## src/rtl/if_stage_pkg.sv

```systemverilog
// Shared types and constants for the instruction-fetch stage.
package if_stage_pkg;

  typedef enum logic [1:0] {
    IDLE = 2'd0,
    REQ  = 2'd1,
    WAIT = 2'd2,
    HOLD = 2'd3
  } fetch_state_e;

  localparam logic [31:0] NOP_INSTR = 32'h0000_0013;
  localparam logic [31:0] RESET_PC  = 32'h0000_0000;
  localparam logic [31:0] PC_INC    = 32'd4;

endpackage

```

## src/rtl/if_stage_if.sv

```systemverilog
// Instruction-memory request/response bundle; master = fetch stage, slave = memory.
interface if_stage_if;
  logic        imem_req;
  logic [31:0] imem_addr;
  logic        imem_ready;
  logic        imem_valid;
  logic [31:0] imem_rdata;

  modport master (
    output imem_req, imem_addr,
    input  imem_ready, imem_valid, imem_rdata
  );

  modport slave (
    input  imem_req, imem_addr,
    output imem_ready, imem_valid, imem_rdata
  );
endinterface

```

## src/rtl/if_fetch_fsm.sv

```systemverilog
// Fetch sequencer: owns the IDLE/REQ/WAIT/HOLD state, the drop flag and the imem handshake.
module if_fetch_fsm
  import if_stage_pkg::*;
(
  input  logic        clk_i,
  input  logic        rst_i,
  input  logic        start_i,
  input  logic        PC_write,
  input  logic        IF_ID_write,
  input  logic        Flush,
  input  logic [31:0] pc_next_i,
  if_stage_if.master  imem,
  output logic        deliver_o,
  output logic        from_buf_o,
  output logic        buf_load_o
);

  fetch_state_e state_q, state_d;
  logic         drop_q, drop_d;
  logic [31:0]  addr_q;
  logic         hazard_free;
  fetch_state_e after_fetch;

  // addr_q follows the next PC except while a request waits for ready, which freezes the address.
  always_ff @(posedge clk_i) begin
    if (!rst_i) begin
      state_q <= IDLE;
      drop_q  <= 1'b0;
      addr_q  <= RESET_PC;
    end else begin
      state_q <= state_d;
      drop_q  <= drop_d;
      if (!(state_q == REQ && !imem.imem_ready)) begin
        addr_q <= pc_next_i;
      end
    end
  end

  always_comb begin
    state_d        = state_q;
    drop_d         = drop_q;
    deliver_o      = 1'b0;
    from_buf_o     = 1'b0;
    buf_load_o     = 1'b0;
    imem.imem_req  = (state_q == REQ);
    imem.imem_addr = {addr_q[31:2], 2'b00};
    hazard_free    = PC_write && IF_ID_write;
    after_fetch    = start_i ? REQ : IDLE;

    unique case (state_q)
      IDLE: begin
        if (start_i) state_d = REQ;
      end
      REQ: begin
        if (Flush) drop_d = 1'b1;
        if (imem.imem_ready) state_d = WAIT;
      end
      WAIT: begin
        if (imem.imem_valid) begin
          if (Flush || drop_q) begin
            drop_d  = 1'b0;
            state_d = after_fetch;
          end else if (hazard_free) begin
            deliver_o = 1'b1;
            state_d   = after_fetch;
          end else begin
            buf_load_o = 1'b1;
            state_d    = HOLD;
          end
        end else if (Flush) begin
          drop_d = 1'b1;
        end
      end
      HOLD: begin
        if (Flush) begin
          state_d = REQ;
        end else if (hazard_free) begin
          deliver_o  = 1'b1;
          from_buf_o = 1'b1;
          state_d    = after_fetch;
        end
      end
      default: state_d = IDLE;
    endcase
  end

endmodule

```

## src/rtl/if_stage.sv

```systemverilog
// Instruction-fetch stage: PC, one-entry hold buffer and IF/ID register around if_fetch_fsm.
// Optional performance counters are built when IF_PERF_CNT_EN is defined.
module if_stage
  import if_stage_pkg::*;
(
  input  logic        clk_i,
  input  logic        rst_i,
  input  logic        start_i,
  input  logic        PC_write,
  input  logic        IF_ID_write,
  input  logic        Flush,
  input  logic [31:0] Branch_target,
  if_stage_if.master  imem,
  output logic [31:0] IF_ID_pc,
  output logic [31:0] IF_ID_instr,
  output logic        IF_ID_valid
`ifdef IF_PERF_CNT_EN
  ,
  output logic [31:0] stall_cnt,
  output logic [31:0] flush_cnt
`endif
);

  logic [31:0] pc_q, pc_d;
  logic [31:0] buf_q;
  logic [31:0] ifid_pc_q, ifid_pc_d;
  logic [31:0] ifid_instr_q, ifid_instr_d;
  logic        ifid_valid_q, ifid_valid_d;
  logic        deliver, from_buf, buf_load;
  logic [31:0] fetched;

  if_fetch_fsm u_fetch_fsm (
    .clk_i      (clk_i),
    .rst_i      (rst_i),
    .start_i    (start_i),
    .PC_write   (PC_write),
    .IF_ID_write(IF_ID_write),
    .Flush      (Flush),
    .pc_next_i  (pc_d),
    .imem       (imem),
    .deliver_o  (deliver),
    .from_buf_o (from_buf),
    .buf_load_o (buf_load)
  );

  always_comb begin
    fetched      = from_buf ? buf_q : imem.imem_rdata;
    pc_d         = pc_q;
    ifid_pc_d    = ifid_pc_q;
    ifid_instr_d = ifid_instr_q;
    ifid_valid_d = ifid_valid_q;
    if (Flush) begin
      pc_d         = Branch_target & ~32'd3;
      ifid_instr_d = NOP_INSTR;
      ifid_valid_d = 1'b0;
    end else if (deliver) begin
      pc_d         = pc_q + PC_INC;
      ifid_pc_d    = pc_q;
      ifid_instr_d = fetched;
      ifid_valid_d = 1'b1;
    end else if (IF_ID_write) begin
      ifid_instr_d = NOP_INSTR;
      ifid_valid_d = 1'b0;
    end
  end

  always_ff @(posedge clk_i) begin
    if (!rst_i) begin
      pc_q         <= RESET_PC;
      buf_q        <= '0;
      ifid_pc_q    <= RESET_PC;
      ifid_instr_q <= NOP_INSTR;
      ifid_valid_q <= 1'b0;
    end else begin
      pc_q         <= pc_d;
      ifid_pc_q    <= ifid_pc_d;
      ifid_instr_q <= ifid_instr_d;
      ifid_valid_q <= ifid_valid_d;
      if (buf_load) buf_q <= imem.imem_rdata;
    end
  end

  assign IF_ID_pc    = ifid_pc_q;
  assign IF_ID_instr = ifid_instr_q;
  assign IF_ID_valid = ifid_valid_q;

`ifdef IF_PERF_CNT_EN
  logic [31:0] stall_cnt_q, flush_cnt_q;

  always_ff @(posedge clk_i) begin
    if (!rst_i) begin
      stall_cnt_q <= '0;
      flush_cnt_q <= '0;
    end else begin
      if (!IF_ID_write && stall_cnt_q != '1) stall_cnt_q <= stall_cnt_q + 32'd1;
      if (Flush && flush_cnt_q != '1) flush_cnt_q <= flush_cnt_q + 32'd1;
    end
  end

  assign stall_cnt = stall_cnt_q;
  assign flush_cnt = flush_cnt_q;
`endif

endmodule

```

## src/flat_wrapper.sv

```systemverilog
// flat-port wrapper written by rule: the top's interface ports become plain ports
module if_stage_flat import if_stage_pkg::*;
  (clk_i, rst_i, start_i, PC_write, IF_ID_write, Flush, Branch_target, IF_ID_pc, IF_ID_instr, IF_ID_valid, imem_imem_req, imem_imem_addr, imem_imem_ready, imem_imem_valid, imem_imem_rdata);
  if_stage_if imem_i ();
  input  logic clk_i;
  input  logic rst_i;
  input  logic start_i;
  input  logic PC_write;
  input  logic IF_ID_write;
  input  logic Flush;
  input  logic [31:0] Branch_target;
  output logic [31:0] IF_ID_pc;
  output logic [31:0] IF_ID_instr;
  output logic IF_ID_valid;
  output wire logic [$bits(imem_i.imem_req)-1:0] imem_imem_req;
  output wire logic [$bits(imem_i.imem_addr)-1:0] imem_imem_addr;
  input wire logic [$bits(imem_i.imem_ready)-1:0] imem_imem_ready;
  input wire logic [$bits(imem_i.imem_valid)-1:0] imem_imem_valid;
  input wire logic [$bits(imem_i.imem_rdata)-1:0] imem_imem_rdata;
  assign imem_imem_req = imem_i.imem_req;
  assign imem_imem_addr = imem_i.imem_addr;
  assign imem_i.imem_ready = imem_imem_ready;
  assign imem_i.imem_valid = imem_imem_valid;
  assign imem_i.imem_rdata = imem_imem_rdata;
  if_stage u_core (.clk_i(clk_i), .rst_i(rst_i), .start_i(start_i), .PC_write(PC_write), .IF_ID_write(IF_ID_write), .Flush(Flush), .Branch_target(Branch_target), .imem(imem_i), .IF_ID_pc(IF_ID_pc), .IF_ID_instr(IF_ID_instr), .IF_ID_valid(IF_ID_valid));
endmodule
```

## config.mk

```make
export PLATFORM = sky130hd
export DESIGN_NAME = if_stage_flat
export DESIGN_NICKNAME = d
export VERILOG_FILES = /design/src/rtl/if_stage_pkg.sv /design/src/rtl/if_stage_if.sv /design/src/rtl/if_fetch_fsm.sv /design/src/rtl/if_stage.sv /design/src/flat_wrapper.sv
export SDC_FILE = /design/constraint.sdc
export NUM_CORES = 1
export LEC_CHECK = 0
export CAP_MARGIN = 25
export CORE_MARGIN = 8
export CORE_UTILIZATION = 33
export DETAILED_ROUTE_END_ITERATION = 8
export GPL_ROUTABILITY_DRIVEN = 0
export GPL_TIMING_DRIVEN = 0
export PLACE_DENSITY = 0.57
export SYNTH_ARGS = -nofsm -noshare
export SYNTH_HDL_FRONTEND = slang
export SYNTH_SLANG_ARGS = --single-unit
export TNS_END_PERCENT = 50
```

## constraint.sdc

```tcl
create_clock -name clk_i -period 1.9 [get_ports clk_i]
set_input_delay 0.19 -clock clk_i [delete_from_list [all_inputs] [get_ports clk_i]]
set_output_delay 0.19 -clock clk_i [all_outputs]
set_load 0.03 [all_outputs]
```

==> flow_summary_export.csv <==
group,metric,value,unit
finish,fin_util,49.8,%
sta,whs,0.166,ns
pwr,power_frac_seq,44.5,%
pwr,switching_share,27.2,%
sta,fin_crit,2.01,ns
logic_synthesis,yosys_register_bits,162,
pwr,combinationalPowerShare,12.3,%
finish,syn_to_final_growth,48.4,%
clock_tree,cts.sinks,162,
logic_synthesis,synth_cells,764,
setup_path,arrival,2.37,ns
die,initial_core_util,33.6,%
sta,tightest_slew,0.700,ns
detailed_routing,via_per_inst,5.14,
clock_tree,clock_latency,0.43,ns
sta,clock.fmax,0.497,GHz
place,dp_hpwl,16600,um
finish,fillerInstances,1957,
logic_synthesis,syn_area,0.00677,mm^2
setup_path,cp_data_required_time,2.26,ns
sta,rsz0062_at_grt,"true",
pwr,p_switching,2.23,mW
logic_synthesis,yosysSeqAreaShare,47.9,%
detailed_routing,drt_iter0_drc,481,
clock_tree,ctsHoldBuffers,0,
pwr,powerDensity,813,mW/mm^2
global_routing,grt_pass1_wl,36700,um
clock_tree,clkSlewWorstSetupHoldPaths,0.07,ns
die,placementRows,52,
pwr,peakVddDrop,0.000579,V
logic_synthesis,synth_edf_count,0,
die,die_h,159,um
pwr,intPower,5.95,mW
detailed_routing,remaining_drc_errors,0,
sta,finalSetupTns,-0.458,ns
outcome,violations,"negative setup slack",
die,die_x,159,um
global_routing,grtUsageTotal,18.3,%
sta,finalClockSkew,0.00978,ns
setup_path,slowest_delay,0.55,ns
setup_path,path_cells,"nand4_1, or4_4, buf_6, or4b_4, nand3_2, o2bb2ai_1",
clock_tree,tritoncts,"yes",
global_routing,overflow,0,
setup_path,start_kind,"register",
sta,hold_viol,0,
finish,final_cell_mix,"clkdlybuf4s50_1, dfxtp_1, nor2_1",
sta,finalWorstSetupSlack,-0.114,ns
sta,slew_headroom,53.4,%
clock_tree,h-tree-depth,4,
logic_synthesis,ys_async_sr_fraction,0,%
finish,nets,1048,
setup_path,crit_type,"register to register",
sta,slew_violations,0,
logic_synthesis,avgSynthCellArea,8.86,um^2
logic_synthesis,ys_warn_count,0,
outcome,status,"complete, but fails checks",
setup_path,cp-end-kind,"register",
finish,diodes,0,
pwr,cellLeakagePower,3.81,nW
detailed_routing,vias,6470,
job,drv_cap,0,
logic_synthesis,synthDistinctLibCells,53,
die,ios,170,
setup_path,crit_path_max_fanout,5,
sta,timing.final.crit_share,106,%
global_routing,antenna_found_initial,0,
clock_tree,clockBufferDepth,2,
min_path,hp-class,"primary input to register",
clock_tree,root_buffer,"clkbuf_16",
place,io_buffer_count,165,
die,die_area,0.0254,mm^2
die,core,0.0202,mm^2
clock_tree,cts_buffers,17,
global_routing,grt_pass1_vias,6435,
finish,final_common_cell,"clkdlybuf4s50_1",
sta,setup_viol,12,
global_routing,grt_start_max_net_pins,17,
detailed_routing,finalWirelength,23500,um
finish,drive_gt1_share,19.5,%
detailed_routing,ant_nets,0,
detailed_routing,wl_per_cell,18.7,um
setup_path,critPathSlowestCell,"or4_4",
logic_synthesis,synth_ff_type,"dfxtp_1",
detailed_routing,dr.pass1.iters,4,
pwr,clock_power_share,43.2,%
==> routing by layer <==
layer	wire length, um	GRT usage, %	share of wire, %
met1	10800	24.2	46
met5	0	0	0
met2	10800	28.8	46
met3	1560	4.89	6.6
met4	283	5.23	1.2
==> synthesized netlist by cell type (all sizes together) (2+ instances only) <==
master	instances	area share [%]
nand2b	15	1.4
nor2b	4	0.37
nand2	91	5.0
clkbuf	50	2.8
a211oi	3	0.33
o2111ai	5	0.65
o31ai	14	1.6
mux2i	37	5.5
mux2	33	5.5
nor4	9	0.83
xor2	2	0.26
o211a	3	0.44
inv	7	0.39
o22ai	4	0.37
o311a	3	0.44
o211ai	2	0.22
a311oi	3	0.39
buf	14	1.0
a22oi	30	3.3
o21a	7	0.78
dfxtp	162	48
o2bb2ai	2	0.26
o311ai	2	0.26
and4	4	0.52
and2	3	0.28
or3	4	0.37
a21o	3	0.33
nor2	93	5.2
nor3	12	0.89
o31a	9	1.2
a31oi	2	0.18
and3	7	0.65
o21ai	28	2.1
a21oi	48	3.5
xnor2	6	0.78
nand4	7	0.74
nand3	25	1.8
or4	2	0.28
==> kinds of logic after synthesis <==
family	after synthesis	synth area share, %
buffers and inverters	71	4.20
AO/OA/AOI/OAI	173	17.0
other	1	0.0554
flip-flops	162	47.9
adder cells (fa/ha/maj)	1	0.185
AND/OR/NAND/NOR	278	18.7
XOR/XNOR	8	1.03
multiplexers	70	11.0
==> per-stage QoR <==
step	setup slack, ns	cell area [um^2]	std cells	power (mW)
detailed placement	-1.00	8810	1200	4.61
global route	-0.151	10000	1258	8.48
finish	-0.114	10000	1258	8.17
floorplan	-0.0384	6820	765	4.16
global placement	-1.03	8810	1200	4.61
CTS	-0.0872	9870	1250	8.20
==> layout make-up <==
cell class,count,area [um^2],share of cell area (%)
buffer,58,323,3.21
clock buffer,17,425,4.23
clock inverter,15,169,1.68
inverter,7,26.3,0.261
multi-input combinational,532,3570,35.5
sequential,162,3290,32.7
tap,270,338,3.36
timing repair buffer,197,1910,19.0
==> worst max-delay path, delay by kind of cell, from the launching register on <==
| family | cells | cell delay, ns |
|---|---|---|
| AND/OR/NAND/NOR | 4 | 1.33 |
| buffers and inverters | 1 | 0.16 |
| flip-flops | 1 | 0.35 |
| AO/OA/AOI/OAI | 1 | 0.11 |
==> final timing paths <==
path	start	endpoint	slack (ns)	cells past startpoint
setup / recovery	u_core.pc_q[16]$_SDFF_PN0_	u_core.u_fetch_fsm.addr_q[28]$_SDFFE_PN0N_	-0.11	6
hold / removal	IF_ID_write	u_core.IF_ID_instr[1]$_SDFFE_PP1P_	0.17	3
setup reg to reg	u_core.pc_q[16]$_SDFF_PN0_	u_core.u_fetch_fsm.addr_q[28]$_SDFFE_PN0N_	-0.11	6
hold reg to reg	u_core.pc_q[0]$_SDFF_PN0_	u_core.IF_ID_pc[0]$_SDFFE_PN0P_	0.45	2
==> registers in the layout (all words and copies together), names as in the netlist <==
name                        count
u_core.IF_ID_instr             32
u_core.IF_ID_pc                32
u_core.buf_q                   32
u_core.pc_q                    32
u_core.u_fetch_fsm.addr_q      30
u_core.u_fetch_fsm.state_q      2
u_core.IF_ID_valid              1
u_core.u_fetch_fsm.drop_q       1
==> repair_timing <==
item,in CTS,in global routing
buffers inserted,20,10
gates cloned,2,0
resized for setup,94,37
pin swaps,17,16
endpoints found under the setup margin,151,78
==> power groups by stage <==
| stage | registers (mW) | clock network [mW] | logic (mW) |
|---|---|---|---|
| 4_1_cts | 3.63 | 3.59 | 0.982 |
| 6_report | 3.63 | 3.53 | 1.00 |
| 3_5_place_dp | 3.70 | 0 | 0.918 |
| 3_3_place_gp | 3.70 | 0 | 0.917 |
| 5_1_grt | 3.65 | 3.75 | 1.08 |
| 2_1_floorplan | 3.78 | 0 | 0.382 |
(Power assumes the default switching activity.)
